==> src/rtl/hazard_stall_controller.sv <==
// Hazard sequencer for the 5-stage MIPS core: load-use stalls, taken-branch flushes,
// and a front-end freeze while a multi-cycle mult/div occupies EX.
module hazard_stall_controller #(
  parameter int MD_CYCLES = 4,
  parameter int CNT_W     = 32
) (
  input  logic             clk,
  input  logic             rst,
  input  logic             ID_EX_MemRead,
  input  logic [4:0]       ID_EX_Rt,
  input  logic             ID_EX_md_start,
  input  logic [4:0]       IF_ID_Rs,
  input  logic [4:0]       IF_ID_Rt,
  input  logic             branch_taken,
  output logic             pc_write,
  output logic             IF_ID_write,
  output logic             IF_ID_flush,
  output logic             ID_EX_bubble,
  output logic             ID_EX_hold,
  output logic             EX_MEM_bubble,
  output logic             md_busy,
  output logic [CNT_W-1:0] stall_count
);

  typedef enum logic [1:0] {
    IDLE    = 2'd0,
    MD_WAIT = 2'd1,
    MD_DONE = 2'd2
  } md_state_t;

  localparam logic [3:0] MD_LOAD = 4'(MD_CYCLES - 1);

  md_state_t  state, state_next;
  logic [3:0] md_cnt, md_cnt_next;
  logic       luse;
  logic       freeze;

  assign luse = ID_EX_MemRead && (ID_EX_Rt != 5'd0) &&
                ((ID_EX_Rt == IF_ID_Rs) || (ID_EX_Rt == IF_ID_Rt));

  // A mult/div trigger is only honoured from IDLE; in MD_DONE the same instruction is advancing.
  assign freeze = !rst && (((state == IDLE) && ID_EX_md_start) || (state == MD_WAIT));

  always_ff @(posedge clk) begin
    if (rst) begin
      state       <= IDLE;
      md_cnt      <= 4'd0;
      stall_count <= '0;
    end else begin
      state  <= state_next;
      md_cnt <= md_cnt_next;
      if (!pc_write && (stall_count != {CNT_W{1'b1}}))
        stall_count <= stall_count + CNT_W'(1);
    end
  end

  always_comb begin
    state_next  = state;
    md_cnt_next = md_cnt;
    unique case (state)
      IDLE: begin
        if (ID_EX_md_start) begin
          state_next  = MD_WAIT;
          md_cnt_next = MD_LOAD;
        end
      end
      MD_WAIT: begin
        md_cnt_next = md_cnt - 4'd1;
        if (md_cnt == 4'd1)
          state_next = MD_DONE;
      end
      MD_DONE: begin
        state_next = IDLE;
      end
      default: begin
        state_next  = IDLE;
        md_cnt_next = 4'd0;
      end
    endcase
  end

  // Freeze beats load-use, which in turn beats a branch flush.
  always_comb begin
    pc_write      = 1'b1;
    IF_ID_write   = 1'b1;
    IF_ID_flush   = 1'b0;
    ID_EX_bubble  = 1'b0;
    ID_EX_hold    = 1'b0;
    EX_MEM_bubble = 1'b0;
    md_busy       = !rst && (state != IDLE);
    if (!rst) begin
      if (freeze) begin
        pc_write      = 1'b0;
        IF_ID_write   = 1'b0;
        ID_EX_hold    = 1'b1;
        EX_MEM_bubble = 1'b1;
      end else if (luse) begin
        pc_write      = 1'b0;
        IF_ID_write   = 1'b0;
        ID_EX_bubble  = 1'b1;
      end else if (branch_taken) begin
        IF_ID_flush   = 1'b1;
      end
    end
  end

endmodule

==> config.mk <==
export PLATFORM = sky130hd
export DESIGN_NAME = hazard_stall_controller
export DESIGN_NICKNAME = d
export VERILOG_FILES = /design/src/rtl/hazard_stall_controller.sv
export SDC_FILE = /design/constraint.sdc
export NUM_CORES = 1
export LEC_CHECK = 0
export BUFFER_PORTS_ARGS = -buffer_cell sky130_fd_sc_hd__buf_2
export CAP_MARGIN = 20
export CORE_MARGIN = 2
export CORE_UTILIZATION = 30
export CTS_CLUSTER_SIZE = 28
export DETAILED_ROUTE_END_ITERATION = 8
export PLACE_DENSITY = 0.49
export SKIP_CTS_REPAIR_TIMING = 1
export SKIP_LAST_GASP = 1
export SLEW_MARGIN = 20
export SYNTH_ARGS = -nofsm -noshare
export SYNTH_HDL_FRONTEND = slang
export SYNTH_SLANG_ARGS = --single-unit
==> constraint.sdc <==
create_clock -name clk -period 3.3 [get_ports clk]
set_clock_uncertainty 0.2 [all_clocks]
set_input_delay 0.495 -clock clk [delete_from_list [all_inputs] [get_ports clk]]
set_output_delay 0.495 -clock clk [all_outputs]
set_load 0.005 [all_outputs]
==> results of run 1 <==
## synthesized netlist by cell type, types with 3 or more instances
| cell | instances |
|---|---|
| or4_1 | 15 |
| nor4_1 | 6 |
| nor3_1 | 5 |
| ha_1 | 3 |
| clkbuf_1 | 9 |
| o21ai_0 | 8 |
| and4_1 | 3 |
| nand2_1 | 20 |
| buf_2 | 7 |
| mux2_2 | 5 |
| or3_1 | 8 |
| nor2_1 | 24 |
| inv_1 | 7 |
| a21oi_1 | 26 |
| dfxtp_1 | 38 |
| nor2b_1 | 6 |
| nand3_1 | 14 |
| o31ai_1 | 16 |
| xnor2_1 | 10 |
| nand4_1 | 6 |
## layout by cell type, fill, tap and decap left out, types with 3 or more instances in the layout
master     n
a21oi_1   25
nor3_1     5
xnor2_1   10
and4_1     3
buf_2     58
dfxtp_1   38
nand2_1   20
or3_1      8
o21ai_0    8
or4_1     15
nor4_1     6
nor2_1    24
nand4_1    6
o31ai_1   16
nand3_1   14
mux2_2     5
ha_1       3
clkbuf_8   6
nor2b_1    6
buf_4      3
inv_1      7
## worst max-delay path by stage
stage | endpoint | slack (ns) | from | cells past startpoint
2_1_floorplan | IF_ID_flush | 0.66 | ID_EX_Rt[1] | 6
3_3_place_gp | stall_count[3]$_SDFFE_PP0P_ | 0.67 | ID_EX_Rt[0] | 8
3_5_place_dp | stall_count[12]$_SDFFE_PP0P_ | 0.66 | ID_EX_Rt[0] | 8
4_1_cts | stall_count[13]$_SDFFE_PP0P_ | 0.65 | stall_count[0]$_SDFFE_PP0P_ | 8
5_1_grt | stall_count[13]$_SDFFE_PP0P_ | 0.42 | stall_count[0]$_SDFFE_PP0P_ | 8
6_report | stall_count[5]$_SDFFE_PP0P_ | 0.62 | stall_count[0]$_SDFFE_PP0P_ | 8
## metrics by stage
step / total power, µW / setup slack [ns] / util [%]
after floorplan: 567.5 / 0.6586 / -
after global placement: 610.0 / 0.6669 / 36.12
after detailed placement: 610.3 / 0.6564 / 36.12
after CTS: 957.6 / 0.6486 / 37.38
after global routing: 985.4 / 0.4221 / 37.38
final: 937.2 / 0.6191 / 37.38
## layer usage
metal | global-route usage, % | up-vias | share of wire (%)
met3 | 3.422 | 8 | 3.5
met2 | 22.49 | 34 | 47
met1 | 17.32 | 1023 | 48
met4 | 4.744 | 0 | 1.4
li1 | - | 1116 | -
met5 | 0 | - | 0
## layout make-up
type | instances | area [µm²] | area share, %
multi-input combinational | 211 | 1376 | 50.76
sequential | 38 | 760.7 | 28.06
timing repair buffer | 62 | 332.8 | 12.28
tap | 99 | 123.9 | 4.569
clock buffer | 7 | 86.33 | 3.184
inverter | 7 | 26.28 | 0.9691
clock inverter | 1 | 5.005 | 0.1846
## power groups by stage
stage	logic, µW	registers [µW]	clock network [µW]
2_1_floorplan	80.4	487	0
4_1_cts	121	479	358
5_1_grt	134	480	371
6_report	120	479	338
3_3_place_gp	121	489	0
3_5_place_dp	121	489	0
## worst max-delay path: cells and delay by family, from the launching register on
family	cells	cell delay [ns]
simple gates	4	0.91
flops	1	0.39
buf+inv	2	0.57
fa+ha+maj	1	0.22
mux	1	0.27
## logic make-up after synthesis
| kind of cell | after synthesis | share of synthesized area, % |
|---|---|---|
| buffers and inverters | 26 | 5.083 |
| AND/OR/NAND/NOR | 131 | 35.36 |
| multiplexers | 6 | 3.017 |
| adder cells (fa/ha/maj) | 3 | 1.676 |
| AO/OA/AOI/OAI | 59 | 16.20 |
| XOR/XNOR | 12 | 4.693 |
| flip-flops | 38 | 33.97 |
## state kept, by name, summed over array words and instances (netlist names)
register	flops
state	2
stall_count	32
md_cnt	4
==> run_results.csv, run 1 <==
group,metric,value,unit
timing,max_slew_margin,54.84,%
critical_path,rr_startpoint,"stall_count[0]$_SDFFE_PP0P_",
global_routing,grt_pass1_wl,9287,µm
layout,drive_gt1_share,26.07,%
drt,route.vias.total,2181,
power_and_ir_drop,p_leak,0.001024,µW
place,dpl.cell_count,417,
place,dpl_cell_area,0.002620,mm²
timing,fin_setup_tns,0,ns
critical_path,startpoint_type,"flop",
synthesis,async_flop_share,0,%
drt,drtIter0Drc,78,
layout,final_area,0.002711,mm²
min_path,min_path_type,"reg2reg",
min_path,hp-start,"stall_count[30]$_SDFFE_PP0P_",
synthesis,yosysSeqAreaShare,33.97,%
synthesis,synth_edf_count,0,
place,gp_congestion,0.7621,
clocking,cts_htree_levels,2,
synthesis,synthCells,275,
clocking,cts_sinks,38,
power_and_ir_drop,p_comb_share,12.8,%
critical_path,end_kind,"flop",
die,start_util,30.88,%
run,cap_violations,0,
critical_path,worstReg2RegEnd,"stall_count[5]$_SDFFE_PP0P_",
drt,routedWlPerCell,13.19,µm
min_path,hold_path_depth,2,
critical_path,r2r_cells,8,
global_routing,overflow,0,
place,port_buffers,58,
synthesis,synth_area,0.002240,mm²
drt,drc,0,
critical_path,reg2reg_slack,0.62,ns
power_and_ir_drop,p_sw_share,26.52,%
clocking,root_buffer,"clkbuf_8",
die,die_x,90.41,µm
clocking,cts_buffers,5,
drt,avgViaCountPerCell,5.132,
synthesis,synth.distinct_cells,48,
critical_path,path_cells,"ha_1, nand2_1, nor4_1, buf_4, and4_1, buf_4, nor4_1, mux2_2",
place,dp_hpwl,3920,µm
power_and_ir_drop,p_clk_share,36.1,%
timing,finalCritPeriodShare,81.24,%
critical_path,critical_path.max_fanout,36,
global_routing,grt_pass1_vias,1972,
power_and_ir_drop,peakVddDrop,0.1449,mV
critical_path,crit_arrival,2.67,ns
clocking,clk_path_buf_depth,2,
status,outcome,"finished clean",
die,num_io_pins,59,
clocking,clk-insertion-delay-late,0.29,ns
timing,worstMarginPinSlew,0.6722,ns
layout,nFillCells,793,
synthesis,avgSynthCellArea,8.144,µm²
die,die_y,90.41,µm
timing,rsz0062_at_grt,"no",
drt,drtAntennaViolNets,0,
min_path,hold_end,"stall_count[30]$_SDFFE_PP0P_",
synthesis,yosysTopAreaCellShare,33.97,%
critical_path,slowest_stage,"dfxtp_1",
global_routing,grt_start_max_net_pins,58,
die,row_count,31,
global_routing,grt.total_usage,13.64,%
synthesis,yosysWarnings,0,
timing,fmax,373.0,MHz
timing,slew_violations,0,
critical_path,max_stage_delay,0.39,ns
critical_path,path_class,"reg2reg",
clocking,cts_tree,"built",
die,core,0.007253,mm²
die,die_area,0.008173,mm²
synthesis,synthTopCellsByArea,"dfxtp_1, a21oi_1, o31ai_1",
clocking,clk_pin_slew,0.08,ns
timing,finalHoldViolCount,0,
power_and_ir_drop,p_per_area,345.7,mW/mm²
power_and_ir_drop,switchingPower,248.5,µW
global_routing,grt_antenna_before_repair,0,
synthesis,syn-num-nets,298,
layout,num-nets-final,348,
drt,drtPass1Iterations,4,
drt,postRouteWirelength,5607,µm
timing,hold_slack,0.2952,ns
synthesis,synth-main-ff-cell,"dfxtp_1",
layout,layout.cells.non_filler,425,
power_and_ir_drop,p_int,688.7,µW
timing,period_needed,2.681,ns
synthesis,ys_ff_latch,38,
power_and_ir_drop,seqPwrFrac,51.1,%
timing,setup_viol,0,
critical_path,cp.required,3.29,ns
layout,syn_to_final_growth,21.06,%
synthesis,synth_top_area_cell,"dfxtp_1",
layout,diodes,0,
Power figures use the tool's default switching activity.
==> inputs of run 2 (changes only) <==
--- a/config.mk
+++ b/config.mk
@@ -5,13 +5,14 @@
 export SDC_FILE = /design/constraint.sdc
 export NUM_CORES = 1
 export LEC_CHECK = 0
+export ABC_AREA = 1
 export BUFFER_PORTS_ARGS = -buffer_cell sky130_fd_sc_hd__buf_2
 export CAP_MARGIN = 20
 export CORE_MARGIN = 2
 export CORE_UTILIZATION = 30
 export CTS_CLUSTER_SIZE = 28
 export DETAILED_ROUTE_END_ITERATION = 8
-export PLACE_DENSITY = 0.49
+export PLACE_DENSITY = 0.5
 export SKIP_CTS_REPAIR_TIMING = 1
 export SKIP_LAST_GASP = 1
 export SLEW_MARGIN = 20
==> constraint.sdc (replaced) <==
create_clock -name clk -period 2.3 [get_ports clk]
set_clock_uncertainty 0.2 [all_clocks]
set_input_delay 0.345 -clock clk [delete_from_list [all_inputs] [get_ports clk]]
set_output_delay 0.345 -clock clk [all_outputs]
set_load 0.005 [all_outputs]
==> run 2 against run 1 <==
  * Flip-flop and latch count did not move
  * Highest routed layer unchanged
  * Worst hold slack got worse by 0.096 ns
  * Largest cell class unchanged
  * Worst setup slack got worse by 0.42 ns
  * Synthesized cell count rose by 61%
  * Critical endpoint is now IF_ID_write
==> run_results.csv, run 2 <==
group,metric,value,unit
status,outcome,"finished clean",
clocking,cts_sinks,38,
layout,syn_to_final_growth,18.55,%
critical_path,cp.required,1.75,ns
timing,finalCritPeriodShare,91.27,%
clocking,root_buffer,"clkbuf_8",
global_routing,grt_antenna_before_repair,0,
critical_path,critical_path.max_fanout,7,
power_and_ir_drop,peakVddDrop,0.2825,mV
timing,fmax,476.4,MHz
clocking,clk_path_buf_depth,2,
min_path,min_path_type,"in2reg",
synthesis,yosysWarnings,0,
critical_path,reg2reg_slack,0.21,ns
critical_path,end_kind,"primary output",
run,cap_violations,0,
timing,period_needed,2.099,ns
timing,rsz0062_at_grt,"no",
layout,largest_reg_flops,32,
synthesis,netlist_top_cells_count,"nand2_1, nor2_1, inv_1",
layout,largest-register,"stall_count",
synthesis,ys_ff_latch,38,
synthesis,yosysTopAreaCellShare,29.22,%
clocking,clk_pin_slew,0.08,ns
timing,worstMarginPinSlew,0.2939,ns
die,die_x,97.16,µm
clocking,cts_buffers,5,
synthesis,synth.distinct_cells,27,
synthesis,synth-main-ff-cell,"dfxtp_1",
layout,nFillCells,947,
place,gp_congestion,0.8495,
drt,drtPass1Iterations,4,
critical_path,max_stage_delay,0.38,ns
die,start_util,31.37,%
critical_path,critPathBufInv,4,
global_routing,grt_pass1_wl,11560,µm
critical_path,path_class,"reg2out",
drt,route.vias.total,2766,
clocking,cts_tree,"built",
layout,drive_gt1_share,22.51,%
synthesis,synthTopCellsByArea,"dfxtp_1, nand2_1, nor2_1",
die,core,0.008299,mm²
timing,max_slew_margin,80.40,%
power_and_ir_drop,p_leak,0.001559,µW
synthesis,yosysSeqAreaShare,29.22,%
global_routing,grt.total_usage,14.52,%
die,die_area,0.009440,mm²
drt,avgViaCountPerCell,4.557,
layout,final_cell_mix,"nand2_1, nor2_1, buf_2",
layout,num-nets-final,524,
critical_path,r2r_cells,12,
critical_path,path_cells,"inv_2, nor2_2, nand2_1, nand2_1, inv_2, nand2_2, inv_1, buf_2",
synthesis,yosysMostFrequentCell,"nand2_1",
synthesis,synthCells,442,
timing,fin_setup_tns,0,ns
timing,finalHoldViolCount,0,
synthesis,avgSynthCellArea,5.891,µm²
critical_path,crit_arrival,1.55,ns
die,num_io_pins,59,
synthesis,synth_top_area_cell,"dfxtp_1",
place,dp_hpwl,5058,µm
layout,largestRegisters,"stall_count: 32 flops, md_cnt: 4 flops, state: 2 flops",
drt,routedWlPerCell,11.04,µm
global_routing,grt_pass1_vias,2510,
synthesis,synth_edf_count,0,
place,port_buffers,58,
synthesis,synth_area,0.002604,mm²
critical_path,crit_family,"simple AND/OR/NAND/NOR gates",
min_path,hold_path_depth,4,
layout,final_common_cell,"nand2_1",
timing,slew_violations,0,
synthesis,syn-num-nets,465,
power_and_ir_drop,p_per_area,466.2,mW/mm²
synthesis,async_flop_share,0,%
die,die_y,97.16,µm
critical_path,startpoint_type,"flop",
critical_path,cp_num_cells,8,
clocking,cts_htree_levels,2,
drt,drtIter0Drc,100,
drt,postRouteWirelength,6703,µm
global_routing,overflow,0,
die,row_count,33,
drt,drc,0,
timing,hold_slack,0.1990,ns
layout,diodes,0,
critical_path,slowest_stage,"dfxtp_2",
drt,drtAntennaViolNets,0,
clocking,clk-insertion-delay-late,0.30,ns
timing,setup_viol,0,
global_routing,grt_start_max_net_pins,58,
[run 2: layout make-up]
type | instances | area, µm² | share of cell area [%]
clock buffer | 7 | 86.33 | 2.797
timing repair buffer | 64 | 347.8 | 11.27
tap | 105 | 131.4 | 4.256
clock inverter | 1 | 5.005 | 0.1621
sequential | 38 | 762.0 | 24.69
inverter | 68 | 255.2 | 8.269
multi-input combinational | 324 | 1499 | 48.56
[run 2: cell families (layout without fill, tap and decap cells)]
family          Yosys count  count (layout)  synth area share [%]
xor+xnor                  3               3                 1.009
simple gates            292             292                 49.93
fa+ha+maj                 3               3                 1.442
compound gates           26              26                 5.094
flops                    38              38                 29.22
buf+inv                  80             140                 13.31
[run 2: stage by stage]
step                      util, %  power (µW)  instances  cell area (µm²)  setup WS, ns
final                       37.19        1439        607             3087        0.2009
after global routing        37.19        1529        607             3087       0.03703
after global placement      36.05       959.9        599             2992        0.2692
after floorplan                 -       891.8        442             2604        0.4591
after CTS                   37.15        1461        607             3083       0.05485
after detailed placement    36.05       961.2        599             2992        0.2144
[run 2: path summary, 6_finish.rpt]
path | start | end
worst min-delay path | rst | state[0]$_SDFFE_PP0P_
worst min register to register | md_cnt[3]$_SDFFE_PP0P_ | md_cnt[3]$_SDFFE_PP0P_
worst max register to register | stall_count[0]$_SDFFE_PP0P_ | stall_count[30]$_SDFFE_PP0P_
worst max-delay path | state[0]$_SDFFE_PP0P_ | IF_ID_write
[run 2: power by group]
| part | internal, µW | switching (µW) | total (µW) | leakage (µW) |
|---|---|---|---|---|
| clock network | 242 | 251 | 493 | 0.0000482 |
| registers | 678 | 19.3 | 697 | 0.000308 |
| logic | 93.3 | 155 | 249 | 0.00120 |
| total | 1010 | 425 | 1440 | 0.00156 |
[run 2: worst reg2reg max path: cells and delay by family (launching register included)]
family	cells	cell delay, ns
simple gates	9	0.88
flops	1	0.40
buf+inv	2	0.33
fa+ha+maj	1	0.19
[run 2: layer usage]
| layer | vias to the layer above | GRT usage, % | routed length [µm] |
|---|---|---|---|
| met5 | - | 0 | 0 |
| met4 | 0 | 4.117 | 75 |
| met3 | 7 | 3.237 | 309 |
| met2 | 56 | 24.31 | 3084 |
| met1 | 1224 | 18.74 | 3233 |
| li1 | 1479 | - | - |
